$ cat config.mk
export PLATFORM = sky130hd
export DESIGN_NAME = board_mem_arbiter
export DESIGN_NICKNAME = d
export VERILOG_FILES = /design/src/rtl/board_mem_arbiter.sv
export SDC_FILE = /design/constraint.sdc
export NUM_CORES = 1
export LEC_CHECK = 0
export BUFFER_PORTS_ARGS = -buffer_cell sky130_fd_sc_hd__buf_2
export CORE_MARGIN = 3
export CORE_UTILIZATION = 42
export CTS_CLUSTER_SIZE = 16
export DETAILED_ROUTE_END_ITERATION = 7
export PLACE_DENSITY_LB_ADDON = 0.1
export SLEW_MARGIN = 20
export SYNTH_ARGS = -nofsm -noshare
export SYNTH_HDL_FRONTEND = slang
export SYNTH_SLANG_ARGS = --single-unit
$ cat constraint.sdc
create_clock -name clk -period 2.25 [get_ports clk]
set_clock_uncertainty 0.1 [all_clocks]
set_input_delay 0.1125 -clock clk [delete_from_list [all_inputs] [get_ports clk]]
set_output_delay 0.1125 -clock clk [all_outputs]
set_load 0.1 [all_outputs]
$ cat src/rtl/board_mem_arbiter.sv
// Shares the single-port Game of Life board RAM between the display fetch, the generation engine
// and the init/copy writer. It also routes read data back by owner tag and counts contention stalls.
module board_mem_arbiter #(
    parameter int unsigned ADDR_W  = 11,
    parameter int unsigned STALL_W = 16
) (
    input  logic               clk,
    input  logic               rst_n,
    input  logic               disp_req,
    input  logic [ADDR_W-1:0]  disp_addr,
    output logic               disp_rvalid,
    output logic               disp_rdata,
    input  logic               eng_req,
    input  logic               eng_we,
    input  logic [ADDR_W-1:0]  eng_addr,
    input  logic               eng_wdata,
    output logic               eng_gnt,
    output logic               eng_rvalid,
    output logic               eng_rdata,
    input  logic               wr_req,
    input  logic [ADDR_W-1:0]  wr_addr,
    input  logic               wr_wdata,
    output logic               wr_gnt,
    input  logic               freeze,
    output logic               mem_en,
    output logic               mem_we,
    output logic [ADDR_W-1:0]  mem_addr,
    output logic               mem_wdata,
    input  logic               mem_rdata,
    output logic [STALL_W-1:0] stall_cnt,
    input  logic               stall_clr
);

    typedef enum logic [1:0] {
        TagNone = 2'd0,
        TagDisp = 2'd1,
        TagEng  = 2'd2
    } tag_e;

    logic               rr_q;
    tag_e               tag_q, tag_d;
    logic [STALL_W-1:0] stall_q;
    logic               disp_win, eng_v, wr_v, stall_event;

    // The display always wins; eng/wr are also masked by freeze. Everything is gated by reset.
    always_comb begin
        disp_win = rst_n & disp_req;
        eng_v    = rst_n & eng_req & ~freeze & ~disp_req;
        wr_v     = rst_n & wr_req & ~freeze & ~disp_req;
        eng_gnt  = eng_v & (~wr_v | ~rr_q);
        wr_gnt   = wr_v & (~eng_v | rr_q);
    end

    always_comb begin
        mem_en    = 1'b0;
        mem_we    = 1'b0;
        mem_addr  = '0;
        mem_wdata = 1'b0;
        if (disp_win) begin
            mem_en   = 1'b1;
            mem_addr = disp_addr;
        end else if (eng_gnt) begin
            mem_en    = 1'b1;
            mem_we    = eng_we;
            mem_addr  = eng_addr;
            mem_wdata = eng_wdata;
        end else if (wr_gnt) begin
            mem_en    = 1'b1;
            mem_we    = 1'b1;
            mem_addr  = wr_addr;
            mem_wdata = wr_wdata;
        end
    end

    always_comb begin
        tag_d = TagNone;
        if (disp_win) begin
            tag_d = TagDisp;
        end else if (eng_gnt && !eng_we) begin
            tag_d = TagEng;
        end
    end

    assign stall_event = (eng_req | wr_req) & ~eng_gnt & ~wr_gnt;

    always_ff @(posedge clk or negedge rst_n) begin
        if (!rst_n) begin
            rr_q    <= 1'b0;
            tag_q   <= TagNone;
            stall_q <= '0;
        end else begin
            if (eng_gnt) begin
                rr_q <= 1'b1;
            end else if (wr_gnt) begin
                rr_q <= 1'b0;
            end
            tag_q <= tag_d;
            if (stall_clr) begin
                stall_q <= '0;
            end else if (stall_event && (stall_q != '1)) begin
                stall_q <= stall_q + STALL_W'(1);
            end
        end
    end

    // Read data returns one cycle after the access, to whoever the tag names.
    always_comb begin
        disp_rvalid = (tag_q == TagDisp);
        eng_rvalid  = (tag_q == TagEng);
        disp_rdata  = disp_rvalid & mem_rdata;
        eng_rdata   = eng_rvalid & mem_rdata;
    end

    assign stall_cnt = stall_q;

endmodule

==> results of run 1 <==
cell usage after synthesis (all sizes together), types with 2 or more instances:
library cell  instances  area [um2]
a222oi               11         110
o21ai                 6        33.8
xor2                 11        96.3
and3                  4        25.0
dfrtp                19         475
nand4                 3        18.8
and2                  4        25.0
nand3                 7        35.0
or4                   2        15.0
inv                  12        45.0
o211ai                3        22.5
a21oi                 3        15.0
nand2                10        37.5
nor4                  3        40.0
a211oi                3        27.5
nor2                 16        60.1
nor2b                 5        31.3
clkbuf                3        11.3
a31oi                 2        12.5
buf                   2        12.5
power breakdown:
part	switching, mW	internal, mW	leakage, nW
clock network	0.112	0.0665	0.0177
registers	0.0144	0.354	0.238
logic	0.253	0.120	0.756
metal layers:
| layer | up-vias | routed length (um) |
|---|---|---|
| met2 | 54 | 1930 |
| li1 | 682 | - |
| met5 | - | 0 |
| met4 | 0 | 38 |
| met3 | 4 | 265 |
| met1 | 648 | 1560 |
cells in the final DEF, fill, tap and decap left out, types with 2 or more instances in the layout:
cell and n:
xor2_1 11, o211ai_1 3, a21oi_1 3, inv_1 12
nor2_1 16, dfrtp_2 13, a222oi_1 11, buf_4 5
nor2b_2 2, buf_2 65, dfrtp_1 6, a211oi_1 2
or4_1 2, nand3_1 7, and3_1 4, a31oi_1 2
o21ai_0 5, clkbuf_4 3, nor2b_1 3, nand2_1 10
buf_12 14, dlygate4sd3_1 4, nand4_1 3, and2_1 3
final timing paths:
path,from,endpoint,cells past startpoint
setup / recovery,rr_q,mem_addr[6],6
hold / removal,eng_req,rr_q,3
setup reg to reg,stall_cnt[0],stall_cnt[1],6
hold reg to reg,rr_q,rr_q,1
max in group asynchronous,rst_n,stall_cnt[3],3
min in group asynchronous,rst_n,stall_cnt[10],3
logic make-up (layout without fill, tap and decap cells):
logic type	count (synthesis)	count (layout)
simple gates	59	59
compound gates	30	30
flops	19	19
buf+inv	17	104
xor+xnor	11	11
fa+ha+maj	1	1
mux	1	1
timing repair:
item	4_1_cts	5_1_grt
gates resized for setup	0	0
hold buffers	4	0
endpoints found under the hold margin	21	0
through the flow:
step / hold slack (ns) / std cells / util (%)
6_report: 0.0479 / 256 / 71.2
5_1_grt: 0.0629 / 256 / 71.2
4_1_cts: 0.0325 / 256 / 71.2
3_5_place_dp: -0.0150 / 248 / 68.8
3_3_place_gp: -0.0112 / 248 / 68.8
2_1_floorplan: -0.283 / 138 / -
final cells by class:
cell class,count,area [um2],area share (%)
Tap cell,31,38.8,1.96
Clock inverter,1,5.00,0.253
Clock buffer,3,22.5,1.14
Sequential cell,19,492,24.8
Multi-Input combinational cell,102,694,35.1
Timing Repair Buffer,88,683,34.5
Inverter,12,45.0,2.27
state kept, by name, summed over array words and instances (netlist names):
name,flops
stall_cnt,16
tag_q,2
rr_q,1
worst reg2reg max path, stage by stage (launching register included):
cell	delay [ns]
dfrtp_2	0.43
ha_1	0.22
nand2_1	0.12
or2_2	0.34
o21ai_2	0.27
mux2i_1	0.24
nor2_1	0.05
==> reports/metrics.csv, run 1 <==
stage,metric,value,unit
status,outcome,"finished, final reports clean",
timing,setup_viol,0,
timing,hold_viol_final,0,
synth,synth_fa_ha_area_share,1.02,%
pwr,max-vdd-ir-drop,0.350,mV
worst_setup_path,path_max_fanout,13,
place,io_buffers,79,
worst_setup_path,cpPeakStageDelay,0.42,ns
clock_network,cts-buffers-inserted,3,
routing,via_per_inst,5.42,
clock_network,cts_buffer_depth,2,
timing,tightest_slew,0.500,ns
final_layout,antenna_cells,0,
worst_setup_path,cpMaxStageDelayCell,dfrtp_1,
worst_setup_path,crit_chain,o21ai_0 > nor2_1 > buf_4 > a222oi_1 > inv_1 > buf_12,
routing,routed_wl,3.79,mm
worst_setup_path,path_class,reg2out,
clock_network,cts.sinks,19,
place,placed_area,1910,um2
final_layout,nFillCells,219,
place,hpwl,3.06,mm
floorplanning,initial_core_util,44.3,%
grt,use_met3,6.05,%
worst_setup_path,cp_top_family,compound AO/OA/AOI/OAI gates,
worst_setup_path,worst-endpoint-arrival,1.83,ns
final_layout,nets,271,
grt,grt_use_met1,27.6,%
hold_path,hp-class,in2reg,
pwr,p_leak,1.01,nW
routing,ant_nets,0,
timing,grt_setup_unrepaired,no,
clock_network,clock_latency,0.31,ns
synth,post_synth_and_or_nand_nor_area_fraction,26.8,%
routing,dr.pass1.iters,4,
worst_setup_path,rrSetupSlack,0.39,ns
floorplanning,dieArea,3620,um2
timing,maxSlewHeadroom,66.5,%
clock_network,clock-root-buffer,clkbuf_4,
timing,fmax,0.490,GHz
grt,grt_pass1_wl,5.94,mm
synth,yosysWarningCount,0,
synth,synth_compound_area_share,19.3,%
timing,min_period,2.04,ns
clock_network,postCtsSetupRepairBufs,0,
routing,vias,1388,
grt,grt.overflow.total,0,
synth,ys_types,34,
worst_setup_path,critPathRequiredTime,2.04,ns
clock_network,cts_tree,done,
clock_network,cts_max_level,1,
grt,globalRouteTotalUtil,21.9,%
place,gp_congestion,0.901,
synth,syn_nets,183,
synth,synth_edf_count,0,
floorplanning,fp.dieW,60.1,um
synth,ys_ff_latch,19,
floorplanning,num_rows,19,
grt,busiest_layer,met2,
final_layout,syn_to_final_growth,60.9,%
synth,synthesis.area,1230,um2
synth,synthArstFlopShare,100,%
pwr,p_total,0.921,mW
synth,synth.avg_cell_area,8.92,um2
timing,fin_crit_sh,90.8,%
final_layout,design_area,1980,um2
synth,ys_seq_area_share,38.6,%
grt,grt_max_degree,19,
routing,drc,0,
synth,synthFlopType,dfrtp_1,
floorplanning,die_h,60.1,um
grt,use_met2,36.0,%
final_layout,drive_gt1_share,49.3,%
synth,muxShareOfSynthArea,0.813,%
routing,drt-initial-drc-count,90,
worst_setup_path,end_kind,output port,
clock_network,cts.clk_slew.worst_paths,0.10,ns
place,dp_slack,0.397,ns
floorplanning,core-area,2780,um2
routing,routedWlPerCell,14.8,um
floorplanning,pin_count,80,
worst_setup_path,path_buf_inv,3,
grt,grt_antenna_before_repair,0,
timing,final_max_slew_viol_count,0,
synth,synth_top_family_by_area,simple AND/OR/NAND/NOR gates,
grt,grt_pass1_vias,1312,
synth,netlist_instances,138,
worst_setup_path,cp-start-kind,register,
timing,setup_tns,0,ns
flow_run,drv_cap,0,
pwr,power_density,465,nW/um2
timing,fin_ws,0.207,ns
synth,synth-xor-area-share,7.83,%
Note: power is estimated with default switching activity, not from simulation.
==> run 2: changes to the inputs <==
--- a/config.mk
+++ b/config.mk
@@ -11,4 +11,5 @@
 export CTS_CLUSTER_SIZE = 16
 export DETAILED_ROUTE_END_ITERATION = 7
+export HOLD_SLACK_MARGIN = 0.05
 export PLACE_DENSITY_LB_ADDON = 0.1
 export SLEW_MARGIN = 20
==> constraint.sdc (replaced) <==
create_clock -name clk -period 2.25 [get_ports clk]
set_clock_uncertainty 0.1 [all_clocks]
set_input_delay 0 -clock clk [delete_from_list [all_inputs] [get_ports clk]]
set_output_delay 0 -clock clk [all_outputs]
set_load 0.1 [all_outputs]
==> reports/metrics.csv, run 2 (same netlist as run 1, synthesis figures left out) <==
stage,metric,value,unit,change
worst_setup_path,path_max_fanout,20,,was 13
floorplanning,die_h,60.1,um,unchanged
final_layout,final_cell_mix,"65 x buf_2, 16 x nor2_1, 14 x buf_12",,unchanged
final_layout,antenna_cells,0,,unchanged
final_layout,drive_gt1_share,46.4,%,was 49.3%
final_layout,layout_commonest_cell,buf_2,,unchanged
timing,grt_setup_unrepaired,no,,unchanged
place,dp_cells,246,,was 248
routing,routed_wl,3.77,mm,was 3.79 mm
clock_network,cts_max_level,1,,unchanged
routing,drt-initial-drc-count,74,,was 90
timing,timing.hold.ws,0.129,ns,was 0.0479 ns
timing,fin_crit_sh,93.4,%,was 90.8%
clock_network,clock-root-buffer,clkbuf_4,,unchanged
routing,drc,0,,unchanged
final_layout,register_area,492,um2,unchanged
final_layout,final_cells,255,,was 256
pwr,max-vdd-ir-drop,0.421,mV,was 0.350 mV
place,placed_area,1890,um2,was 1910 um2
floorplanning,num_rows,19,,unchanged
worst_setup_path,path_class,in2out,,was reg2out
place,io_buffers,79,,unchanged
final_layout,largest_reg_flops,16,,unchanged
grt,grt.overflow.total,0,,unchanged
clock_network,cts_hold_buf,5,,was 4
timing,tightest_slew,0.540,ns,was 0.500 ns
grt,grt_pass1_wl,5.91,mm,was 5.94 mm
clock_network,clock_latency,0.29,ns,was 0.31 ns
grt,grt_pass1_vias,1350,,was 1312
hold_path,hp-class,in2async,,was in2reg
worst_setup_path,rrSetupSlack,0.29,ns,was 0.39 ns
flow_run,drv_cap,0,,unchanged
status,outcome,"finished, final reports clean",,unchanged
clock_network,cts_resized,0,,unchanged
pwr,power_density,469,nW/um2,was 465 nW/um2
worst_setup_path,end_kind,output port,,unchanged
floorplanning,initial_core_util,44.3,%,unchanged
pwr,p_total,0.922,mW,was 0.921 mW
routing,dr.pass1.iters,4,,unchanged
timing,final_max_slew_viol_count,0,,unchanged
clock_network,cts_buffer_depth,2,,unchanged
clock_network,cts-buffers-inserted,3,,unchanged
grt,grt_max_degree,21,,was 19
pwr,p_leak,1.00,nW,was 1.01 nW
worst_setup_path,critPathRequiredTime,2.15,ns,was 2.04 ns
worst_setup_path,cp-start-kind,input pin,,was register
worst_setup_path,r2r-end,stall_cnt[1],,unchanged
final_layout,multi_input_area,687,um2,was 694 um2
routing,vias,1402,,was 1388
clock_network,cts.sinks,19,,unchanged
timing,hold_viol_final,0,,unchanged
clock_network,cts.clk_slew.worst_paths,0.11,ns,was 0.10 ns
worst_setup_path,worst-endpoint-arrival,2.00,ns,was 1.83 ns
grt,globalRouteTotalUtil,21.5,%,was 21.9%
timing,fmax,0.476,GHz,was 0.490 GHz
place,hpwl,3.09,mm,was 3.06 mm
worst_setup_path,rr_worst_depth,6,,unchanged
final_layout,nFillCells,229,,was 219
grt,grt_antenna_before_repair,0,,unchanged
clock_network,cts_tree,done,,unchanged
floorplanning,fp.dieW,60.1,um,unchanged
final_layout,design_area,1970,um2,was 1980 um2
routing,routedWlPerCell,14.8,um,about the same
timing,min_period,2.10,ns,was 2.04 ns
worst_setup_path,reg2reg_from,stall_cnt[0],,unchanged
timing,setup_viol,0,,unchanged
floorplanning,core-area,2780,um2,unchanged
floorplanning,pin_count,80,,unchanged
routing,ant_nets,0,,unchanged
routing,via_per_inst,5.50,,was 5.42
clock_network,postCtsSetupRepairBufs,0,,unchanged
floorplanning,dieArea,3620,um2,unchanged
place,gp_congestion,0.914,,was 0.901
timing,maxSlewHeadroom,63.8,%,was 66.5%
final_layout,nets,270,,was 271
final_layout,syn_to_final_growth,59.8,%,was 60.9%
run 2: worst max-delay path by stage:
stage,startpoint,to,slack [ns]
final,rst_n,mem_en,0.15
after global routing,rst_n,mem_en,0.008
after CTS,rst_n,mem_en,0.11
after detailed placement,stall_cnt[0],stall_cnt[1],0.32
after global placement,stall_cnt[0],stall_cnt[1],0.46
after floorplan,tag_q[1],disp_rdata,-0.48
run 2: worst max-delay path, stage by stage:
cell and delay [ns]:
dlygate4sd3_1 0.52, buf_2 0.13, buf_4 0.26, and2_1 0.46
o21bai_1 0.18, buf_2 0.44
run 2: report_power, final:
group          internal (mW)  leakage, nW  total (mW)  switching [mW]
registers              0.354        0.238       0.371          0.0164
logic                  0.125        0.747       0.380           0.255
clock network         0.0689       0.0150       0.171           0.102
total                  0.548         1.00       0.922           0.374
run 2: metrics by stage:
stage	util (%)	TNS, ns	setup WS, ns
CTS	70.7	0	0.110
floorplan	-	-0.962	-0.481
global route	70.7	0	0.00821
finish	70.7	0	0.149
global placement	68.0	0	0.462
detailed placement	68.0	0	0.318
run 2: routing by layer:
metal  track usage (%)  vias to the layer above  share of wire [%]
met3              5.83                        2                6.6
li1                  -                      678                  -
met5                 0                        -                  0
met2              37.2                       50                 52
met1              25.5                      672                 41
met4              6.65                        0               0.40
run 2: final cells by class:
class                   instances  area share (%)
multi-input cells             102            34.9
inverters                      12            2.29
well taps                      31            1.97
flip-flops and latches         19            25.0
repair buffers                 87            34.5
clock buffers                   4            1.34
==> run 3: changes to the inputs <==
- clock period: 2.25 -> 2 ns (I/O delays scaled with it)
==> reports/metrics.csv, run 3 (same netlist as run 1, synthesis figures left out) <==
stage,metric,value,unit,change
floorplanning,pin_count,80,,unchanged
worst_setup_path,end_kind,register,,was output port
hold_path,min-delay-start,disp_req,,
timing,final_max_slew_viol_count,0,,unchanged
status,outcome,"finished, final reports clean",,unchanged
routing,via_per_inst,5.53,,was 5.50
place,gp_congestion,0.794,,was 0.914
clock_network,cts_max_level,1,,unchanged
routing,routed_wl,3.97,mm,was 3.77 mm
worst_setup_path,r2r-end,stall_cnt[7],,was stall_cnt[1]
final_layout,drive_gt1_share,55.3,%,was 46.4%
routing,routedWlPerCell,15.5,um,was 14.8 um
clock_network,clock-root-buffer,clkbuf_4,,unchanged
timing,fin_crit_sh,94.6,%,
final_layout,nets,272,,was 270
floorplanning,die_h,60.1,um,unchanged
pwr,max-vdd-ir-drop,0.468,mV,was 0.421 mV
grt,grt.overflow.total,0,,unchanged
timing,setup_viol,0,,unchanged
timing,min_period,1.89,ns,
timing,timing.hold.ws,0.0969,ns,was 0.129 ns
hold_path,hp-class,in2reg,,was in2async
clock_network,postCtsSetupRepairBufs,0,,unchanged
flow_run,drv_cap,0,,unchanged
timing,fmax,0.529,GHz,
worst_setup_path,path_class,reg2reg,,was in2out
hold_path,hold_path_depth,2,,
grt,globalRouteTotalUtil,22.8,%,was 21.5%
clock_network,cts_tree,done,,unchanged
pwr,p_total,1.06,mW,was 0.922 mW
floorplanning,dieArea,3620,um2,unchanged
routing,dr.pass1.iters,5,,was 4
clock_network,cts-buffers-inserted,3,,unchanged
final_layout,finalCoreUtilization,73.1,%,was 70.7%
timing,tightest_slew,0.503,ns,was 0.540 ns
pwr,p_leak,0.994,nW,was 1.00 nW
final_layout,antenna_cells,0,,unchanged
pwr,power_density,519,nW/um2,was 469 nW/um2
worst_setup_path,worst-endpoint-arrival,2.04,ns,was 2.00 ns
timing,grt_setup_unrepaired,no,,unchanged
floorplanning,num_rows,19,,unchanged
clock_network,clock_latency,0.30,ns,was 0.29 ns
worst_setup_path,reg2reg_from,stall_cnt[12],,was stall_cnt[0]
hold_path,min_to,tag_q[0],,
final_layout,syn_to_final_growth,65.2,%,was 59.8%
floorplanning,core-area,2780,um2,unchanged
worst_setup_path,rr_worst_depth,5,,was 6
final_layout,largest_reg_flops,16,,unchanged
floorplanning,initial_core_util,44.3,%,unchanged
place,io_buffers,79,,unchanged
timing,maxSlewHeadroom,66.3,%,was 63.8%
routing,ant_nets,0,,unchanged
routing,drc,0,,unchanged
grt,grt_antenna_before_repair,0,,unchanged
routing,vias,1420,,was 1402
clock_network,cts_buffer_depth,2,,unchanged
routing,drt-initial-drc-count,96,,was 74
place,hpwl,3.23,mm,was 3.09 mm
timing,hold_viol_final,0,,unchanged
clock_network,cts.clk_slew.worst_paths,0.12,ns,was 0.11 ns
final_layout,final_cell_mix,"65 x buf_2, 16 x nor2_1, 14 x buf_12",,unchanged
final_layout,layout_commonest_cell,buf_2,,unchanged
worst_setup_path,rrSetupSlack,0.11,ns,was 0.29 ns
worst_setup_path,critPathRequiredTime,2.15,ns,about the same
timing,setup_tns,0,ns,unchanged
floorplanning,fp.dieW,60.1,um,unchanged
grt,grt_max_degree,20,,was 21
worst_setup_path,path_max_fanout,7,,was 20
clock_network,cts.sinks,19,,unchanged
worst_setup_path,cp-start-kind,register,,was input pin
grt,grt_pass1_wl,6.36,mm,was 5.91 mm
grt,grt_pass1_vias,1400,,was 1350
[run 3: power by group]
group	leakage, nW	internal [mW]	switching, mW
Clock	0.0177	0.0745	0.123
Sequential	0.232	0.401	0.0218
Combinational	0.745	0.147	0.289
[run 3: critical path, cell delays in order (launching register included)]
cell     delay, ns
dfrtp_4       0.52
and4_1        0.24
nand4_1       0.29
o21ai_4       0.12
or4_1         0.49
nand2_1       0.09
[run 3: routing by layer]
| metal | part of all wire (%) | wire (um) | up-vias | global-route usage, % |
|---|---|---|---|---|
| li1 | - | - | 682 | - |
| met1 | 40 | 1600 | 679 | 29.5 |
| met2 | 53 | 2090 | 59 | 39.7 |
| met3 | 7.3 | 289 | 0 | 5.83 |
| met4 | 0 | 0 | 0 | 1.27 |
| met5 | 0 | 0 | - | 0 |
[run 3: worst max path at each step]
stage                          to     startpoint  depth (start not counted)  slack (ns)
floorplan                  mem_we           rr_q                          2       -0.04
global placement     stall_cnt[7]  stall_cnt[12]                          5        0.21
detailed placement   stall_cnt[7]  stall_cnt[12]                          5        0.14
CTS                   mem_addr[1]           rr_q                          6        0.06
global route        stall_cnt[13]   stall_cnt[2]                          5        0.03
finish               stall_cnt[7]  stall_cnt[12]                          5        0.11
[run 3: timing repair]
item | in CTS | in global routing
endpoints found under the setup margin | 0 | 10
endpoints found under the hold margin | 35 | 0
gates resized for setup | 0 | 2
hold buffers | 5 | 0
[run 3: cell type report]
cell class | instances | area, um2
clock buffers | 3 | 22.5
clock inverters | 1 | 5.00
fillers | 233 | 747
inverters | 12 | 45.0
multi-input cells | 102 | 719
flip-flops and latches | 19 | 510
well taps | 31 | 38.8
repair buffers | 89 | 693
[run 3: per-stage QoR]
step | cell area [um2] | cells | worst slack, ns
2_1_floorplan | 1290 | 138 | -0.0441
3_3_place_gp | 1950 | 248 | 0.206
3_5_place_dp | 1950 | 248 | 0.137
4_1_cts | 2030 | 257 | 0.0568
5_1_grt | 2030 | 257 | 0.0260
6_report | 2030 | 257 | 0.109
